## config.mk

```make
export PLATFORM = sky130hd
export DESIGN_NAME = img_color_filter_pipe
export DESIGN_NICKNAME = d
export VERILOG_FILES = /design/src/rtl/img_filter_pkg.sv /design/src/rtl/img_luma_calc.sv /design/src/rtl/img_color_filter_pipe.sv
export SDC_FILE = /design/constraint.sdc
export NUM_CORES = 1
export LEC_CHECK = 0
export ABC_AREA = 1
export CAP_MARGIN = 20
export CELL_PAD_IN_SITES_DETAIL_PLACEMENT = 0
export CELL_PAD_IN_SITES_GLOBAL_PLACEMENT = 1
export CORE_MARGIN = 2
export CORE_UTILIZATION = 46
export CTS_CLUSTER_SIZE = 10
export DETAILED_ROUTE_END_ITERATION = 10
export HOLD_SLACK_MARGIN = 0.15
export PLACE_DENSITY = 0.83
export SLEW_MARGIN = 20
export SYNTH_ARGS = -nofsm -noshare
export SYNTH_HDL_FRONTEND = slang
export SYNTH_SLANG_ARGS = --single-unit
```

## constraint.sdc

```tcl
create_clock -name clk -period 4.5 [get_ports clk]
set_input_delay 0.9 -clock clk [delete_from_list [all_inputs] [get_ports clk]]
set_output_delay 0.9 -clock clk [all_outputs]
set_load 0.01 [all_outputs]
```

## src/rtl/img_filter_pkg.sv

```systemverilog
// Shared types and constants for the pixel filter pipeline: mode encoding,
// pipeline latency, default luma weights and the sync sideband bundle.
package img_filter_pkg;
  typedef enum logic [1:0] {FM_PASS, FM_GRAY, FM_THRESH, FM_INVERT} filter_mode_e;

  localparam int PIPE_LAT = 3;

  localparam int DEF_COEF_R = 77;
  localparam int DEF_COEF_G = 150;
  localparam int DEF_COEF_B = 29;

  localparam logic [7:0] THR_RST = 8'h80;

  typedef struct packed {
    logic de;
    logic hs;
    logic vs;
  } sync_t;
endpackage

```

## src/rtl/img_luma_calc.sv

```systemverilog
// Stages 1-2: expand channels to 8 bits, weight them, sum to 8-bit luma.
// Carries the raw pixel and sync bits alongside so they stay aligned.
module img_luma_calc
  import img_filter_pkg::*;
#(
  parameter int CH_W   = 4,
  parameter int COEF_R = DEF_COEF_R,
  parameter int COEF_G = DEF_COEF_G,
  parameter int COEF_B = DEF_COEF_B,
  parameter bit VS_POL = 1'b0
) (
  input  logic              clk,
  input  logic              rst,
  input  sync_t             i_sync,
  input  logic [3*CH_W-1:0] i_rgb,
  output sync_t             o_sync,
  output logic [3*CH_W-1:0] o_rgb,
  output logic [7:0]        o_gray
);
  localparam sync_t SYNC_IDLE = '{de: 1'b0, hs: 1'b1, vs: ~VS_POL};

  logic [CH_W-1:0] w_r, w_g, w_b;
  logic [7:0]      w_r8, w_g8, w_b8;
  logic [15:0]     w_pr, w_pg, w_pb;
  logic [7:0]      w_gray;

  sync_t             r_sync_pipe [2:1];
  logic [3*CH_W-1:0] r_rgb_pipe  [2:1];
  logic [15:0]       r_pr, r_pg, r_pb;
  logic [7:0]        r_gray;

  assign w_r = i_rgb[3*CH_W-1 -: CH_W];
  assign w_g = i_rgb[2*CH_W-1 -: CH_W];
  assign w_b = i_rgb[CH_W-1   -: CH_W];

  // MSB replication: keep the top 8 bits of {c,c} so full-scale maps to 0xFF
  assign w_r8 = 8'({w_r, w_r} >> (2*CH_W-8));
  assign w_g8 = 8'({w_g, w_g} >> (2*CH_W-8));
  assign w_b8 = 8'({w_b, w_b} >> (2*CH_W-8));

  assign w_pr = 16'(w_r8) * 16'(COEF_R);
  assign w_pg = 16'(w_g8) * 16'(COEF_G);
  assign w_pb = 16'(w_b8) * 16'(COEF_B);

  // Weights total 256, so the 16-bit sum cannot wrap; luma is its upper byte
  assign w_gray = 8'((r_pr + r_pg + r_pb) >> 8);

  always_ff @(posedge clk or posedge rst) begin
    if (rst) begin
      r_sync_pipe[1] <= SYNC_IDLE;
      r_sync_pipe[2] <= SYNC_IDLE;
      r_rgb_pipe[1]  <= '0;
      r_rgb_pipe[2]  <= '0;
      r_pr           <= '0;
      r_pg           <= '0;
      r_pb           <= '0;
      r_gray         <= '0;
    end else begin
      r_sync_pipe[1] <= i_sync;
      r_rgb_pipe[1]  <= i_rgb;
      r_pr           <= w_pr;
      r_pg           <= w_pg;
      r_pb           <= w_pb;
      r_sync_pipe[2] <= r_sync_pipe[1];
      r_rgb_pipe[2]  <= r_rgb_pipe[1];
      r_gray         <= w_gray;
    end
  end

  assign o_sync = r_sync_pipe[2];
  assign o_rgb  = r_rgb_pipe[2];
  assign o_gray = r_gray;
endmodule

```

## src/rtl/img_color_filter_pipe.sv

```systemverilog
// 3-cycle pixel filter (pass/gray/threshold/invert), mode latched per frame.
// Define IMG_LUMA_STATS_EN to add the per-frame luma accumulator outputs.
module img_color_filter_pipe
  import img_filter_pkg::*;
#(
  parameter int CH_W   = 4,
  parameter int COEF_R = DEF_COEF_R,
  parameter int COEF_G = DEF_COEF_G,
  parameter int COEF_B = DEF_COEF_B,
  parameter bit VS_POL = 1'b0
) (
  input  logic              clk,
  input  logic              reset,
  input  logic              DE,
  input  logic              h_sync_in,
  input  logic              v_sync_in,
  input  logic [3*CH_W-1:0] rgb_in,
  input  logic [1:0]        mode,
  input  logic [7:0]        thr,
  output logic              DE_out,
  output logic              h_sync_out,
  output logic              v_sync_out,
  output logic [3*CH_W-1:0] rgb_out,
  output logic [1:0]        mode_active
`ifdef IMG_LUMA_STATS_EN
  ,
  output logic [31:0]       frame_luma_sum,
  output logic              stats_valid
`endif
);
  localparam sync_t SYNC_IDLE = '{de: 1'b0, hs: 1'b1, vs: ~VS_POL};

  if (COEF_R + COEF_G + COEF_B != 256) begin : g_coef_chk
    $error("img_color_filter_pipe: COEF_R+COEF_G+COEF_B must equal 256");
  end
  if (CH_W < 4 || CH_W > 8) begin : g_chw_chk
    $error("img_color_filter_pipe: CH_W must be in 4..8");
  end

  sync_t             w_sync_in, w_sync2;
  logic [3*CH_W-1:0] w_raw, w_pix;
  logic [7:0]        w_gray;
  logic              w_frame_edge;

  logic              r_vs_hist;
  filter_mode_e      r_mode_active;
  logic [7:0]        r_thr_q;
  filter_mode_e      r_mode_pipe [2:1];
  logic [7:0]        r_thr_pipe  [2:1];
  sync_t             r_sync_out;
  logic [3*CH_W-1:0] r_rgb_out;

  assign w_sync_in    = '{de: DE, hs: h_sync_in, vs: v_sync_in};
  assign w_frame_edge = (v_sync_in == VS_POL) && (r_vs_hist != VS_POL);

  img_luma_calc #(
    .CH_W(CH_W), .COEF_R(COEF_R), .COEF_G(COEF_G), .COEF_B(COEF_B), .VS_POL(VS_POL)
  ) u_luma (
    .clk    (clk),
    .rst    (reset),
    .i_sync (w_sync_in),
    .i_rgb  (rgb_in),
    .o_sync (w_sync2),
    .o_rgb  (w_raw),
    .o_gray (w_gray)
  );

  always_comb begin
    w_pix = w_raw;
    case (r_mode_pipe[2])
      FM_GRAY:   w_pix = {3{w_gray[7 -: CH_W]}};
      FM_THRESH: w_pix = (w_gray >= r_thr_pipe[2]) ? '1 : '0;
      FM_INVERT: w_pix = ~w_raw;
      default:   w_pix = w_raw;
    endcase
    if (!w_sync2.de) w_pix = '0;
  end

  // Mode/threshold ride the pipe with each pixel, so a frame edge takes
  // effect starting with the first pixel captured after that edge.
  always_ff @(posedge clk or posedge reset) begin
    if (reset) begin
      r_vs_hist      <= ~VS_POL;
      r_mode_active  <= FM_PASS;
      r_thr_q        <= THR_RST;
      r_mode_pipe[1] <= FM_PASS;
      r_mode_pipe[2] <= FM_PASS;
      r_thr_pipe[1]  <= THR_RST;
      r_thr_pipe[2]  <= THR_RST;
      r_sync_out     <= SYNC_IDLE;
      r_rgb_out      <= '0;
    end else begin
      r_vs_hist <= v_sync_in;
      if (w_frame_edge) begin
        r_mode_active <= filter_mode_e'(mode);
        r_thr_q       <= thr;
      end
      r_mode_pipe[1] <= r_mode_active;
      r_mode_pipe[2] <= r_mode_pipe[1];
      r_thr_pipe[1]  <= r_thr_q;
      r_thr_pipe[2]  <= r_thr_pipe[1];
      r_sync_out     <= w_sync2;
      r_rgb_out      <= w_pix;
    end
  end

  assign DE_out      = r_sync_out.de;
  assign h_sync_out  = r_sync_out.hs;
  assign v_sync_out  = r_sync_out.vs;
  assign rgb_out     = r_rgb_out;
  assign mode_active = r_mode_active;

`ifdef IMG_LUMA_STATS_EN
  logic [31:0] r_acc, r_frame_sum;
  logic        r_stats_valid;
  logic [32:0] w_acc_sum;

  assign w_acc_sum = {1'b0, r_acc} + {25'd0, w_gray};

  always_ff @(posedge clk or posedge reset) begin
    if (reset) begin
      r_acc         <= '0;
      r_frame_sum   <= '0;
      r_stats_valid <= 1'b0;
    end else begin
      r_stats_valid <= w_frame_edge;
      if (w_frame_edge) begin
        r_frame_sum <= r_acc;
        r_acc       <= '0;
      end else if (w_sync2.de) begin
        r_acc <= w_acc_sum[32] ? 32'hFFFF_FFFF : w_acc_sum[31:0];
      end
    end
  end

  assign frame_luma_sum = r_frame_sum;
  assign stats_valid    = r_stats_valid;
`endif
endmodule
```

# After elaboration in Yosys (flattened, before gate mapping)
# Index checks and enable logic that the tools add are counted.
# word_totals
regBits	126
input_bits	27
output_inout_bits	17
word_cells	37
# op_classes
n_addsub	2
n_mul	3
order_cmp	1
n_eq_ne	3
muxes	3
bitwise	2
reduce_logical	1
# op_table
operator	count
$pmux W12 S3	1
$mul A8 B7 Y15 const B	2
$mux W12	2
$add A15 B16 Y16	1
$add A16 B13 Y16	1
$mul A8 B5 Y13 const B	1
$not A12 Y12	1
$ge A8 B8 Y1	1
$eq A2 B2 Y1 const B	2
$eq A2 B1 Y1 const B	1
$logic_and A1 B1 Y1	1
$not A1 Y1	1

# Depth between registers and ports, before layout
# logic_depth
ltp_word	4
mapped_depth	15
depth_no_buf	15

# Cells and area by module
# From an unflattened synthesis, not the netlist that was laid out.
# unflattened
hier_cells	827
hier_area_um2	7803.7
# modules_own_cells
module	n_inst	cells_per_inst	area_each_um2	seq_area_each_um2
img_luma_calc	1	671	5973.2	1906.8
img_color_filter_pipe	1	156	1830.5	1158.6

# Worst setup path before layout
# OpenSTA, ideal clock, no wires.
# synth_path
kind	input port to flip-flop
start	input port rgb_in[4]
end	register u_luma.r_pg[11]
setup_ns	0.125
t_arrival_ns	3.475
required_time_ns	4.375
path_slack_ns	0.900
path_stages	12
path_buffers	0
path_cell_list	ha_1 -> ha_1 -> inv_1 -> fa_1 -> fa_1 -> inv_1 -> ha_1 -> a21oi_1 -> nand3_2 -> nand2_2 -> nand3_2 -> xor2_1
# synth_between
elab_chain_cells	1
# synth_lines
element	line_no	rtl
from (decl)	img_color_filter_pipe.sv:17	input logic [3*CH_W-1:0] rgb_in,
$mul A8 B7 Y15	img_luma_calc.sv:42	assign w_pg = 16'(w_g8) * 16'(COEF_G);
named net u_luma.w_pg[11]	img_luma_calc.sv:24	logic [15:0] w_pr, w_pg, w_pb;
to (signal assigned)	img_luma_calc.sv:62	r_pg <= w_pg;
to (decl)	img_luma_calc.sv:29	logic [15:0] r_pr, r_pg, r_pb;
# The timed path passes the listed nets, and every way through them passes these cells.
# A chain may end at the register's enable or synchronous reset.

# Worst setup path in the final report
# layout_path
start	input port rgb_in[8]
end	register u_luma.r_pr[10]
# layout_between
elab_chain_cells	1
# layout_lines
element	line_no	rtl
$mul A8 B7 Y15	img_luma_calc.sv:41	assign w_pr = 16'(w_r8) * 16'(COEF_R);
named net u_luma.w_pr[10]	img_luma_calc.sv:24	
to (signal assigned)	img_luma_calc.sv:61	r_pr <= w_pr;
to (decl)	img_luma_calc.sv:29	
# The timed path passes the listed nets, and every way through them passes these cells.

==> impl_metrics.env <==
export IMPL_status="complete, no violations"
export IMPL_min_path_type="reg2reg"
export IMPL_cts_resized=0
export IMPL_synth_cell_types=32
export IMPL_hold_violations=0
export IMPL_postCtsHoldBufs=0
export IMPL_crit_type="in2reg"
export IMPL_port_buffers=43
export IMPL_startpoint_type="primary input"
export IMPL_critPathRequiredTime_ns=4.84
export IMPL_drc=0
export IMPL_routed_wl_mm=14.7
export IMPL_cts_max_level=4
export IMPL_grt_usage_pct=18.8
export IMPL_viasPerCell=4.87
export IMPL_grt_overflow=0
export IMPL_grt_pass1_vias=5548
export IMPL_cts_setup_buffers=0
export IMPL_gp_congestion=0.941
export IMPL_path_clk_slew_ns=0.05
export IMPL_firstDrtPassIters=5
export IMPL_max_slew_margin_pct=52.3
export IMPL_initial_core_util_pct=47.4
export IMPL_dr_total_vias=5184
export IMPL_worstHoldStart="u_luma.r_rgb_pipe[5]"
export IMPL_maxCapViolations=0
export IMPL_final_fill_count=1396
export IMPL_multi_input_area_um2=4000
export IMPL_synth_area_um2=7550
export IMPL_grt_max_degree=63
export IMPL_drtAntennaViolNets=0
export IMPL_ys_seq_elements=121
export IMPL_period_share_pct=84.9
export IMPL_cp_startpoint="rgb_in[8]"
export IMPL_path_cells="clkdlybuf4s50_1 > inv_1 > ha_1 > xor2_1 > fa_1 > fa_1 > inv_1 > ha_1 > inv_1 > nor2_1 > nand4_1 > nand2_1 > xor2_1"
export IMPL_place_area_um2=8310
export IMPL_netlist_instances=770
export IMPL_pin_count=44
export IMPL_diodes=0
export IMPL_worst_pin_slew_ns=0.715
export IMPL_powerDensity_nw_per_um2=637
export IMPL_met1_usage_pct=23.0
export IMPL_grt_pass1_wl_mm=26.0
export IMPL_cts_sink_count=121
export IMPL_clk_insertion_delay_late_ns=0.41
export IMPL_hold_ws_ns=0.346
export IMPL_syn_num_nets=945
export IMPL_finalSetupViolations=0
export IMPL_cts_buffers=17
export IMPL_slowest_delay_ns=0.64
export IMPL_totalPowerFinal_mw=5.65
export IMPL_drtIter0Drc=232
export IMPL_endpoint_kind="flop"
export IMPL_ys_top_cells_by_area="dfrtp_1 (37%), ha_1 (19%), fa_1 (9.5%)"
export IMPL_cts_tree="yes"
export IMPL_root_buffer="clkbuf_16"
export IMPL_crit_top_cell="inv_1"
export IMPL_fp_dieH_um=132
export IMPL_synth_top_cell_area_share_pct=37.1
export IMPL_post_route_min_period_ns=3.82
export IMPL_ir_worst_vdd_uv=463
export IMPL_dpl_hpwl_mm=11.8
export IMPL_die_x_um=132
export IMPL_skew_ns=0.00513
export IMPL_final_cell_mix="nand2_1 (135), inv_1 (129), dfrtp_1 (112), ha_1 (112), clkdlybuf4s50_1 (43)"
export IMPL_grtUsageMet3_pct=3.73
export IMPL_p_leak_nw=4.67
export IMPL_critPathMaxFanout=7
export IMPL_grt_busiest_layer="met2"
export IMPL_synth_area_leader_cell="dfrtp_1"
export IMPL_grt_use_met2_pct=33.0
export IMPL_finalInstanceArea_um2=8880
export IMPL_ff_latch_area_um2=3040
export IMPL_max_freq_mhz=262
export IMPL_ys_seq_area_share_pct=40.2
export IMPL_antenna_found_initial=0
export IMPL_cts_buffer_depth=2
export IMPL_r2r_start="u_luma.r_pb[9]"
export IMPL_syn_area_per_cell_um2=9.81
export IMPL_mostFrequentLayoutCell="nand2_1"
export IMPL_dieArea_um2=17500
export IMPL_area_growth_pct=17.6
export IMPL_fp_coreArea_um2=15900
export IMPL_critPathSlowestCell="clkdlybuf4s50_1"
export IMPL_maxSlewViolCount=0
export IMPL_yosysWarnings=0
export IMPL_drive_gt1_share_pct=8.84
export IMPL_final_nets=1011
export IMPL_rsz0062_at_grt="false"
export IMPL_rows=46
export IMPL_fin_util_pct=55.7
export IMPL_wire_per_inst_um=13.8
export IMPL_tns_ns=0
export IMPL_worstPathArrival_ns=4.16
[cells in the mapped netlist, drive strengths merged]
cell type and count:
nor3 5, nor2 37, nand4 7, a21o 7, o21ai 41, xor2 22
buf 1, dfstp 9, a31oi 4, nand3 38, dfrtp 112, a21oi 42
clkbuf 3, nand2 140, o21bai 3, mux2 10, xnor2 5, and2 1
nor4 1, inv 131, ha 112, fa 36, o21a 1, nand3b 2
[power by group]
part	internal (mW)	switching, mW	total, mW
clock	0.822	0.466	1.29
combinational	1.10	1.76	2.87
sequential	1.37	0.133	1.50
[worst max-delay path, delay by kind of cell]
family                   cells  cell delay, ns
buffers and inverters        4            0.85
adder cells (fa/ha/maj)      4            1.66
AND/OR/NAND/NOR              3            0.37
XOR/XNOR                     2            0.37
[state kept, by name (all words and copies together) (netlist names)]
| signal | cells |
|---|---|
| DE_out | 1 |
| h_sync_out | 1 |
| mode_active | 2 |
| r_mode_pipe | 4 |
| r_thr_pipe | 16 |
| r_thr_q | 8 |
| rgb_out | 12 |
| u_luma.o_gray | 8 |
| u_luma.o_rgb | 12 |
| u_luma.o_sync | 3 |
| u_luma.r_pb | 11 |
| u_luma.r_pg | 14 |
| u_luma.r_pr | 13 |
| u_luma.r_rgb_pipe | 12 |
| u_luma.r_sync_pipe | 3 |
| v_sync_out | 1 |
[routing by layer]
metal,wire length [um],vias to the layer above
met1,6460,2431
met5,0,-
li1,-,2612
met4,413,0
met2,7290,112
met3,545,29
[cell type report]
type,instances,area share (%)
repair buffers,51,5.67
flip-flops and latches,121,34.2
clock inverters,12,1.42
multi-input cells,514,45.1
well taps,216,3.04
clock buffers,19,4.99
inverters,131,5.57
[per-stage QoR]
stage / worst slack, ns / cells
after global placement: 0.325 / 1033
after global routing: 0.399 / 1064
after floorplan: 0.401 / 770
final: 0.679 / 1064
after CTS: 0.683 / 1064
after detailed placement: 0.261 / 1033
[path summary, 6_finish.rpt]
check	to	slack, ns	depth (start not counted)
max	u_luma.r_pr[10]	0.68	13
min	u_luma.o_rgb[5]	0.35	0
max reg2reg	u_luma.o_gray[3]	2.31	7
min reg2reg	u_luma.o_rgb[5]	0.35	0
max in group asynchronous	h_sync_out	2.76	3
min in group asynchronous	r_thr_q[6]	0.96	2
[logic make-up after synthesis]
family	count (synthesis)	share of synthesized area, %
simple gates	231	13.2
fa+ha+maj	148	28.1
buf+inv	135	6.76
flops	121	40.2
compound gates	98	7.12
xor+xnor	27	3.13
mux	10	1.49
Note: power is estimated with default switching activity, not from simulation.
